--- config.mk ---
export PLATFORM = sky130hd
export DESIGN_NAME = multicycle_controller_flat
export DESIGN_NICKNAME = d
export VERILOG_FILES = /design/src/rtl/multicycle_controller_if.sv /design/src/rtl/multicycle_controller.sv /design/src/flat_wrapper.sv
export SDC_FILE = /design/constraint.sdc
export NUM_CORES = 1
export LEC_CHECK = 0
export CORE_UTILIZATION = 42
export CTS_BUF_LIST = sky130_fd_sc_hd__clkbuf_16
export CTS_CLUSTER_DIAMETER = 60
export DETAILED_ROUTE_END_ITERATION = 10
export PLACE_DENSITY = 0.83
export SLEW_MARGIN = 10
export SYNTH_ARGS = -nofsm -noshare
export SYNTH_HDL_FRONTEND = slang
export SYNTH_SLANG_ARGS = --single-unit
--- constraint.sdc ---
create_clock -name clk -period 1.9 [get_ports clk]
set_input_delay 0.38 -clock clk [delete_from_list [all_inputs] [get_ports clk]]
set_output_delay 0.38 -clock clk [all_outputs]
set_load 0.02 [all_outputs]
--- src/rtl/multicycle_controller_if.sv ---
// Control bundle between the multicycle controller and its datapath.
// slave = controller side, master = datapath side.
interface multicycle_controller_if #(
   parameter int STATE_W = 4
);
   // datapath -> controller
   logic [5:0]         op_code;
   logic [5:0]         func;
   logic               zero;
   logic               mem_ready;
   // controller -> datapath
   logic               ir_write;
   logic               pc_write;
   logic [1:0]         pc_src;
   logic               mem_req;
   logic               mem_we;
   logic               i_or_d;
   logic               reg_wr;
   logic [1:0]         reg_dst;
   logic [1:0]         mem_to_reg;
   logic               alu_src_a;
   logic [1:0]         alu_src_b;
   logic [2:0]         ALUCtr;
   logic [STATE_W-1:0] state;
   logic               illegal;

   modport slave (
      input  op_code, func, zero, mem_ready,
      output ir_write, pc_write, pc_src,
      output mem_req, mem_we, i_or_d,
      output reg_wr, reg_dst, mem_to_reg,
      output alu_src_a, alu_src_b, ALUCtr,
      output state, illegal
   );

   modport master (
      output op_code, func, zero, mem_ready,
      input  ir_write, pc_write, pc_src,
      input  mem_req, mem_we, i_or_d,
      input  reg_wr, reg_dst, mem_to_reg,
      input  alu_src_a, alu_src_b, ALUCtr,
      input  state, illegal
   );
endinterface

--- src/rtl/multicycle_controller.sv ---
// Moore FSM sequencing a multicycle datapath: fetch, decode, exec, mem, wb.
// Ports: clk, rst (sync, active high), ctl (slave modport of the control bundle).
module multicycle_controller #(
   parameter int         STATE_W = 4,
   parameter logic [4:0] RA_REG  = 5'd31
) (
   input  logic clk,
   input  logic rst,
   multicycle_controller_if.slave ctl
);

   // RA_REG is consumed by the datapath's reg_dst mux (reg_dst = 2).
   if (STATE_W < 4) begin : g_bad_state_w
      $error("STATE_W must be at least 4");
   end
   if (RA_REG == 5'd0) begin : g_bad_ra
      $error("RA_REG must not be r0");
   end

   localparam logic [3:0] S_FETCH  = 4'd0;
   localparam logic [3:0] S_DECODE = 4'd1;
   localparam logic [3:0] S_EXEC_R = 4'd2;
   localparam logic [3:0] S_EXEC_I = 4'd3;
   localparam logic [3:0] S_WB_R   = 4'd4;
   localparam logic [3:0] S_WB_I   = 4'd5;
   localparam logic [3:0] S_MADDR  = 4'd6;
   localparam logic [3:0] S_MEM_RD = 4'd7;
   localparam logic [3:0] S_MEM_WR = 4'd8;
   localparam logic [3:0] S_WB_MEM = 4'd9;
   localparam logic [3:0] S_BRANCH = 4'd10;
   localparam logic [3:0] S_JUMP   = 4'd11;
   localparam logic [3:0] S_TRAP   = 4'd12;

   localparam logic [2:0] ALU_ADD = 3'b000;
   localparam logic [2:0] ALU_SUB = 3'b001;
   localparam logic [2:0] ALU_SLL = 3'b011;
   localparam logic [2:0] ALU_AND = 3'b100;
   localparam logic [2:0] ALU_OR  = 3'b101;
   localparam logic [2:0] ALU_SLT = 3'b110;
   localparam logic [2:0] ALU_SRL = 3'b111;

   logic [3:0] r_state;
   logic [3:0] w_next;
   logic       r_illegal;

   // opcode classes
   logic       w_op_r, w_op_i, w_op_mem, w_op_br, w_op_j;
   logic       w_op_lw, w_op_bne, w_op_jal;
   logic [2:0] w_i_alu;
   // func classes
   logic       w_f_alu, w_f_jr;
   logic [2:0] w_f_ctr;

   assign w_op_r   = (ctl.op_code == 6'b000000);
   assign w_op_i   = (ctl.op_code == 6'b001000) ||
                     (ctl.op_code == 6'b001100) ||
                     (ctl.op_code == 6'b001101) ||
                     (ctl.op_code == 6'b001010) ||
                     (ctl.op_code == 6'b000001);
   assign w_op_lw  = (ctl.op_code == 6'b100011);
   assign w_op_mem = w_op_lw || (ctl.op_code == 6'b101011);
   assign w_op_bne = (ctl.op_code == 6'b000101);
   assign w_op_br  = w_op_bne || (ctl.op_code == 6'b000100);
   assign w_op_jal = (ctl.op_code == 6'b000011);
   assign w_op_j   = w_op_jal || (ctl.op_code == 6'b000010);

   always_comb begin
      w_i_alu = ALU_ADD;
      unique case (ctl.op_code)
         6'b001100: w_i_alu = ALU_AND;
         6'b001101: w_i_alu = ALU_OR;
         6'b001010: w_i_alu = ALU_SLT;
         default:   w_i_alu = ALU_ADD;
      endcase
   end

   always_comb begin
      w_f_alu = 1'b1;
      w_f_jr  = 1'b0;
      w_f_ctr = ALU_ADD;
      unique case (ctl.func)
         6'b100000: w_f_ctr = ALU_ADD;
         6'b100010: w_f_ctr = ALU_SUB;
         6'b100100: w_f_ctr = ALU_AND;
         6'b011000: w_f_ctr = ALU_OR;
         6'b101010: w_f_ctr = ALU_SLT;
         6'b000000: w_f_ctr = ALU_SLL;
         6'b000010: w_f_ctr = ALU_SRL;
         6'b001000: begin
            w_f_alu = 1'b0;
            w_f_jr  = 1'b1;
         end
         default:   w_f_alu = 1'b0;
      endcase
   end

   // state register; illegal latches on entry to TRAP
   always_ff @(posedge clk) begin
      if (rst) begin
         r_state   <= S_FETCH;
         r_illegal <= 1'b0;
      end else begin
         r_state <= w_next;
         if (w_next == S_TRAP) r_illegal <= 1'b1;
      end
   end

   always_comb begin
      w_next = r_state;
      unique case (r_state)
         S_FETCH:  if (ctl.mem_ready) w_next = S_DECODE;
         S_DECODE: begin
            unique case (1'b1)
               w_op_r:   w_next = S_EXEC_R;
               w_op_i:   w_next = S_EXEC_I;
               w_op_mem: w_next = S_MADDR;
               w_op_br:  w_next = S_BRANCH;
               w_op_j:   w_next = S_JUMP;
               default:  w_next = S_TRAP;
            endcase
         end
         S_EXEC_R: begin
            if (w_f_alu)     w_next = S_WB_R;
            else if (w_f_jr) w_next = S_FETCH;
            else             w_next = S_TRAP;
         end
         S_EXEC_I: w_next = S_WB_I;
         S_WB_R:   w_next = S_FETCH;
         S_WB_I:   w_next = S_FETCH;
         S_MADDR:  w_next = w_op_lw ? S_MEM_RD : S_MEM_WR;
         S_MEM_RD: if (ctl.mem_ready) w_next = S_WB_MEM;
         S_MEM_WR: if (ctl.mem_ready) w_next = S_FETCH;
         S_WB_MEM: w_next = S_FETCH;
         S_BRANCH: w_next = S_FETCH;
         S_JUMP:   w_next = S_FETCH;
         S_TRAP:   w_next = S_TRAP;
         default:  w_next = S_FETCH;
      endcase
   end

   logic       w_ir_write, w_pc_write, w_mem_req, w_mem_we, w_i_or_d;
   logic       w_reg_wr, w_alu_src_a;
   logic [1:0] w_pc_src, w_reg_dst, w_mem_to_reg, w_alu_src_b;
   logic [2:0] w_alu_ctr;

   always_comb begin
      w_ir_write   = 1'b0;
      w_pc_write   = 1'b0;
      w_pc_src     = 2'd0;
      w_mem_req    = 1'b0;
      w_mem_we     = 1'b0;
      w_i_or_d     = 1'b0;
      w_reg_wr     = 1'b0;
      w_reg_dst    = 2'd0;
      w_mem_to_reg = 2'd0;
      w_alu_src_a  = 1'b0;
      w_alu_src_b  = 2'd0;
      w_alu_ctr    = ALU_ADD;
      unique case (r_state)
         S_FETCH: begin
            w_mem_req   = 1'b1;
            w_alu_src_b = 2'd1;
            w_ir_write  = ctl.mem_ready;
            w_pc_write  = ctl.mem_ready;
         end
         S_DECODE: w_alu_src_b = 2'd3;
         S_EXEC_R: begin
            w_alu_src_a = 1'b1;
            w_alu_ctr   = w_f_ctr;
            if (w_f_jr) begin
               w_pc_write = 1'b1;
               w_pc_src   = 2'd3;
            end
         end
         S_EXEC_I, S_MADDR: begin
            w_alu_src_a = 1'b1;
            w_alu_src_b = 2'd2;
            w_alu_ctr   = (r_state == S_EXEC_I) ? w_i_alu : ALU_ADD;
         end
         S_WB_R: begin
            w_reg_wr  = 1'b1;
            w_reg_dst = 2'd1;
         end
         S_WB_I: w_reg_wr = 1'b1;
         S_MEM_RD: begin
            w_mem_req = 1'b1;
            w_i_or_d  = 1'b1;
         end
         S_MEM_WR: begin
            w_mem_req = 1'b1;
            w_mem_we  = 1'b1;
            w_i_or_d  = 1'b1;
         end
         S_WB_MEM: begin
            w_reg_wr     = 1'b1;
            w_mem_to_reg = 2'd1;
         end
         S_BRANCH: begin
            w_alu_src_a = 1'b1;
            w_alu_ctr   = ALU_SUB;
            w_pc_src    = 2'd1;
            w_pc_write  = ctl.zero ^ w_op_bne;
         end
         S_JUMP: begin
            w_pc_write = 1'b1;
            w_pc_src   = 2'd2;
            if (w_op_jal) begin
               w_reg_wr     = 1'b1;
               w_reg_dst    = 2'd2;
               w_mem_to_reg = 2'd2;
            end
         end
         default: ;
      endcase
   end

   assign ctl.ir_write   = w_ir_write;
   assign ctl.pc_write   = w_pc_write;
   assign ctl.pc_src     = w_pc_src;
   assign ctl.mem_req    = w_mem_req;
   assign ctl.mem_we     = w_mem_we;
   assign ctl.i_or_d     = w_i_or_d;
   assign ctl.reg_wr     = w_reg_wr;
   assign ctl.reg_dst    = w_reg_dst;
   assign ctl.mem_to_reg = w_mem_to_reg;
   assign ctl.alu_src_a  = w_alu_src_a;
   assign ctl.alu_src_b  = w_alu_src_b;
   assign ctl.ALUCtr     = w_alu_ctr;
   assign ctl.state      = STATE_W'(r_state);
   assign ctl.illegal    = r_illegal;

endmodule

--- src/flat_wrapper.sv ---
// flat-port wrapper written by rule: the top's interface ports become plain ports
module multicycle_controller_flat 
#(
   parameter int         STATE_W = 4,
   parameter logic [4:0] RA_REG  = 5'd31
)
  (clk, rst, ctl_op_code, ctl_func, ctl_zero, ctl_mem_ready, ctl_ir_write, ctl_pc_write, ctl_pc_src, ctl_mem_req, ctl_mem_we, ctl_i_or_d, ctl_reg_wr, ctl_reg_dst, ctl_mem_to_reg, ctl_alu_src_a, ctl_alu_src_b, ctl_ALUCtr, ctl_state, ctl_illegal);
  multicycle_controller_if #(.STATE_W(STATE_W)) ctl_i ();
  input  logic clk;
  input  logic rst;
  input wire logic [$bits(ctl_i.op_code)-1:0] ctl_op_code;
  input wire logic [$bits(ctl_i.func)-1:0] ctl_func;
  input wire logic [$bits(ctl_i.zero)-1:0] ctl_zero;
  input wire logic [$bits(ctl_i.mem_ready)-1:0] ctl_mem_ready;
  output wire logic [$bits(ctl_i.ir_write)-1:0] ctl_ir_write;
  output wire logic [$bits(ctl_i.pc_write)-1:0] ctl_pc_write;
  output wire logic [$bits(ctl_i.pc_src)-1:0] ctl_pc_src;
  output wire logic [$bits(ctl_i.mem_req)-1:0] ctl_mem_req;
  output wire logic [$bits(ctl_i.mem_we)-1:0] ctl_mem_we;
  output wire logic [$bits(ctl_i.i_or_d)-1:0] ctl_i_or_d;
  output wire logic [$bits(ctl_i.reg_wr)-1:0] ctl_reg_wr;
  output wire logic [$bits(ctl_i.reg_dst)-1:0] ctl_reg_dst;
  output wire logic [$bits(ctl_i.mem_to_reg)-1:0] ctl_mem_to_reg;
  output wire logic [$bits(ctl_i.alu_src_a)-1:0] ctl_alu_src_a;
  output wire logic [$bits(ctl_i.alu_src_b)-1:0] ctl_alu_src_b;
  output wire logic [$bits(ctl_i.ALUCtr)-1:0] ctl_ALUCtr;
  output wire logic [$bits(ctl_i.state)-1:0] ctl_state;
  output wire logic [$bits(ctl_i.illegal)-1:0] ctl_illegal;
  assign ctl_i.op_code = ctl_op_code;
  assign ctl_i.func = ctl_func;
  assign ctl_i.zero = ctl_zero;
  assign ctl_i.mem_ready = ctl_mem_ready;
  assign ctl_ir_write = ctl_i.ir_write;
  assign ctl_pc_write = ctl_i.pc_write;
  assign ctl_pc_src = ctl_i.pc_src;
  assign ctl_mem_req = ctl_i.mem_req;
  assign ctl_mem_we = ctl_i.mem_we;
  assign ctl_i_or_d = ctl_i.i_or_d;
  assign ctl_reg_wr = ctl_i.reg_wr;
  assign ctl_reg_dst = ctl_i.reg_dst;
  assign ctl_mem_to_reg = ctl_i.mem_to_reg;
  assign ctl_alu_src_a = ctl_i.alu_src_a;
  assign ctl_alu_src_b = ctl_i.alu_src_b;
  assign ctl_ALUCtr = ctl_i.ALUCtr;
  assign ctl_state = ctl_i.state;
  assign ctl_illegal = ctl_i.illegal;
  multicycle_controller #(.STATE_W(STATE_W), .RA_REG(RA_REG)) u_core (.clk(clk), .rst(rst), .ctl(ctl_i));
endmodule
* Word level (Yosys, flattened, before mapping) *
Index checks and enable logic that the tools add are counted.

word-level totals
  register bits = 5
  output and inout bits = 23
  word-level logic and storage cells = 79

operators by class
  eq/ne operators = 31
  muxes and demuxes = 29
  bitwise logic cells = 1
  reduce and logical (&&, ||, !) cells = 16

operator list
  cell                number
  $eq 6x6->1 const B  6
  $pmux 4 s8          1
  $eq 6x4->1 const B  5
  $eq 4x4->1 const B  6
  $mux 4              6
  $pmux 4 s5          1
  $eq 6x2->1 const B  3
  $pmux 3 s3          2
  $pmux 3 s6          1
  $eq 4x3->1 const B  4
  $eq 6x3->1 const B  2
  $logic_not 6->1     2
  $pmux 2 s3          2
  $mux 1              9
  $eq 4x2->1 const B  2
  $pmux 2 s2          2
  $logic_or 1x1->1    7
  $reduce_or 7->1     1
  $eq 6x1->1 const B  1
  $eq 6x5->1 const B  1
  $reduce_or 3->1     2
  $eq 4x1->1 const B  1
  $logic_not 4->1     1
  $mux 2              2
  6 further kinds     7

* Logic depth before layout (Yosys ltp) *
  depth after elaboration = 8
  gate-level depth with buffers = 6
  mapped depth without buffers = 5

* Least setup slack after synthesis *
No wires, ideal clock.

  path kind = input -> output
  from = in ctl_func[3]
  to = out ctl_pc_write
  arrival = 2,026 ps
  required time = 1,520 ps
  path slack = -506 ps
  stages on the path = 6
  cell sequence = buf_4 nor3b_1 nand2_1 or3_1 a211oi_1 or3_1

on the way
  longest elaborated chain between the ends = 4

RTL lines
  what             RTL line                      text
  start, declared  flat_wrapper.sv:12            input wire logic [$bits(ctl_i.func)-1:0] ctl_func;
  $eq 6x4->1       multicycle_controller.sv:81   unique case (ctl.func)
  $mux 1           multicycle_controller.sv:81
  $mux 1           multicycle_controller.sv:170  if (w_f_jr) begin
  $pmux 1 s4       multicycle_controller.sv:159  unique case (r_state)
  end, declared    flat_wrapper.sv:16            output wire logic [$bits(ctl_i.pc_write)-1:0] ctl_pc_write;

Every way passes these cells.

* Worst setup path after layout *
  from = reg u_core.r_state[3] (netlist: u_core.ctl.state[3])
  to = out ctl_ALUCtr[0]

on the way
  longest elaborated chain between the ends = 3
  elaborated cells between the ends (all ways) = 7
  classes of those cells = eq/ne (4); mux (2); reduce/logical (1)

RTL lines
  what                                       RTL line                                                    text
  start, declared                            multicycle_controller.sv:42                                 logic [3:0] r_state;
  start signal, assigned                     multicycle_controller.sv:103                                r_state <= w_next;
  $eq 4x2->1 or $eq 4x3->1 (tied branches)   multicycle_controller.sv:159, multicycle_controller.sv:178
  $mux 3 or $reduce_or 2->1 (tied branches)  -
  $pmux 3 s3 *                               multicycle_controller.sv:159
  end, declared                              flat_wrapper.sv:26                                          output wire logic [$bits(ctl_i.ALUCtr)-1:0] ctl_ALUCtr;

Mark *: on every way between the ends. The rest lies on a longest branch, timed or not.

==> results.txt <==
Result of the run: finished, violations left
Violated checks: setup timing
Actual slew at the worst max-slew pin: 0.4603 ns
Placement-stage cell area: 1565 um^2
Highest clock frequency the design can meet: 482.1 MHz
Detailed placer's ending HPWL: 2656 um
Share of synthesized area occupied by flip-flops and latches: 0.1125
Post-synth top area share: 0.1125
# hold bufs at CTS: 0
Effective utilization at floorplan: 0.4489
Setup repair after global routing missed its margin: true
RePlAce Congestion: 0.8584
Via count of the first global-routing pass: 1378
Number of synthesized register bits: 5
Worst min path class: flip-flop to flip-flop
Detailed Routing Iterations Pass 1: 5
Clock tree buffer depth: 2
Leakage component of the power: 0.8222 nW
Max FO, Critical Path: 4
Die Height: 48.02 um
Detailed-route via count: 1516
Syn_nets: 148
TNS Setup: -0.4969 ns
Data required time at the worst endpoint: 1.52 ns
Max-slew violation total from the final report: 0
Smallest setup slack after layout: -0.1741 ns
Antenna viol nets, final: 0
Maximum number of pins on one net before global-route repair: 14
Ports placed on the boundary: 39
Synth Area per Inst: 6.739 um^2
Distinct cell type count after synthesis: 46
Internal: 0.6254 mW
Register share of total power: 0.132
Row cnt: 16
Worst Skew: 0.002004 ns
Total length of routed wires: 4910 um
Reg-to-reg slack, setup: 0.01 ns
Critical path destination: ctl_ALUCtr[0]
Yosys warnings: 0
Reg-to-reg critical path startpoint: u_core.ctl.state[1]
Wirelength per Cell: 20.37 um
Worst reg2reg endpoint: u_core.ctl.illegal
Count of input and output buffers: 38
Start point of the critical path: u_core.ctl.state[3]
CP endpoint kind: primary output
Initial detailed-routing violation count: 96
Critical Path Start Type: flip-flop
Area delta synth->final: 105.6%
Cells taking the most area after synthesis: dfxtp_1 (11%), nor2_1 (6.3%), nor2b_1 (4.9%)
Clock-pin slew on the worst setup and hold paths: 0.03 ns
MaxCap Viol Count: 0
Overall Power: 0.9692 mW
Switching share of power: 0.3547
Worst supply voltage drop on vdd: 0.8788 mV
Critical path start-end classification: flip-flop to primary output
Total clock buffers created by CTS: 3
Proportion of synthesized flip-flops having asynchronous set or reset: 0
Master cell of the clock root buffer: clkbuf_16
Arr. time, crit path: 1.69 ns
Clock tree from TritonCTS: done
Total number of nets in the final design: 231
Portion of total power attributed to combinational logic: 0.509
Later-pin clock latency in the skew report: 0.23 ns
Commonest non-fill, non-tap cell in the layout: buf_4
First-pass GRT wire length: 6285 um
Leading cell types in the layout, fill and taps excluded: buf_4 (52), nor2_1 (14), buf_6 (13), nand2_1 (10)
Count of inserted antenna diode cells: 0
Number of antenna violations at the first check in global routing: 0
Number of cells on the worst reg-to-reg path: 7
End-of-flow core utilization: 0.9230
EDFF count, synth: 0
Gr usage total: 0.3951
Area of the die: 2306 um^2
Shortest clock period the worst path allows after layout: 2.074 ns
Predominant post-synthesis flop cell: dfxtp_1
Average via count per standard cell: 6.290
Ratio of cells with drive above 1 in the final layout: 0.5234
Net load switching power: 0.3438 mW
DRC Markers: 0
Clk pwr share: 0.359
Final setup vio count: 7
Finished Cell Area: 1829 um^2
Die Width: 48.02 um
Most area-hungry cell type in the Yosys netlist: dfxtp_1
Final Cycle Share: 1.092
Remaining global-route overflow: 0
Post-Syn Instances: 132
Power per cell area: 529.8 nW/um^2
Clock sink count: 5
H-tree levels: 1
Standard cell core area: 1982 um^2
Hold Vio Cnt, Final: 0
Worst slew margin relative to its limit: 0.6888
Total standard cell area after synthesis: 889.6 um^2
==> registers in the layout, summed over array words and instances, names as in the netlist <==
name                cells
u_core.ctl.illegal      1
u_core.ctl.state        4
==> per-layer routing <==
| metal | part of all wire | wire, um | vias to the layer above | track usage |
|---|---|---|---|---|
| met5 | 0 | 0 | - | 0 |
| met1 | 0.39 | 1893 | 716 | 0.4900 |
| li1 | - | - | 655 | - |
| met3 | 0.10 | 490 | 23 | 0.07925 |
| met4 | 0.038 | 188 | 0 | 0.1389 |
| met2 | 0.48 | 2338 | 122 | 0.6730 |
==> cells in the mapped netlist, types with 2 or more instances <==
cell,count
nand4_1,2
or2_2,2
a21oi_1,5
nand2_1,11
clkbuf_1,3
o21ai_0,5
buf_2,7
or3_1,2
nor2b_1,7
a21o_1,2
o211ai_1,3
and2_1,2
nor3b_1,4
nor3_1,7
and3_1,3
nor4b_1,4
xnor2_1,2
nand2b_1,5
buf_4,2
nor2_1,15
o22ai_1,2
inv_1,2
a31oi_1,3
nand3_1,2
a211oi_1,5
dfxtp_1,5
==> how the worst min path moves through the flow <==
stage / cells past startpoint / startpoint / slack (ns) / end
floorplan: 1 / rst / 0.48 / u_core.ctl.illegal
global placement: 2 / u_core.ctl.illegal / 0.45 / u_core.ctl.illegal
detailed placement: 2 / u_core.ctl.illegal / 0.46 / u_core.ctl.illegal
CTS: 2 / u_core.ctl.illegal / 0.47 / u_core.ctl.illegal
global route: 2 / u_core.ctl.illegal / 0.52 / u_core.ctl.illegal
finish: 2 / u_core.ctl.illegal / 0.53 / u_core.ctl.illegal
==> worst max-delay path, stage by stage, from the launching register on <==
cell	delay, ns
dfxtp_2	0.34
nor2_1	0.19
nor4b_4	0.34
nand4_1	0.22
o211ai_1	0.18
buf_4	0.19
==> metrics by stage <==
stage	instances	setup slack (ns)	hold slack, ns
2_1_floorplan	132	-0.1599	0.4839
3_3_place_gp	224	-0.8840	0.4458
3_5_place_dp	224	-0.9520	0.4628
4_1_cts	237	-0.1170	0.4662
5_1_grt	241	-0.1788	0.5207
6_report	241	-0.1741	0.5265
==> cell families after synthesis <==
logic type | count (synthesis) | share of synthesized area
buffers and inverters | 15 | 0.09001
DFF | 5 | 0.1125
muxes | 1 | 0.01125
adders and majority gates | 1 | 0.01125
xor gates and xnor gates | 3 | 0.02954
AOI/OAI and AO/OA | 35 | 0.2855
and+or+nand+nor | 72 | 0.4599
==> power groups by stage <==
stage / Sequential [mW] / Clock, mW / Combinational, mW
floorplan: 0.136 / 0 / 0.205
global route: 0.128 / 0.356 / 0.518
global placement: 0.124 / 0 / 0.415
CTS: 0.124 / 0.346 / 0.452
detailed placement: 0.125 / 0 / 0.429
finish: 0.128 / 0.348 / 0.493
==> what timing repair did <==
item / CTS / global route
setup endpoints to repair: 22 / 19
pin swaps: 24 / 16
cloned: 0 / 0
buffers inserted: 9 / 4
resized for setup: 133 / 28
hold endpoints to repair: 0 / 0
==> area by class of cell <==
| cell class | count | area (um^2) |
|---|---|---|
| Fill cell | 74 | 152.6 |
| Sequential cell | 5 | 103.9 |
| Multi-Input combinational cell | 112 | 854.6 |
| Tap cell | 27 | 33.78 |
| Clock buffer | 3 | 75.07 |
| Inverter | 2 | 7.507 |
| Timing Repair Buffer | 91 | 750.7 |
| Clock inverter | 1 | 3.754 |
Power figures use the tool's default switching activity.
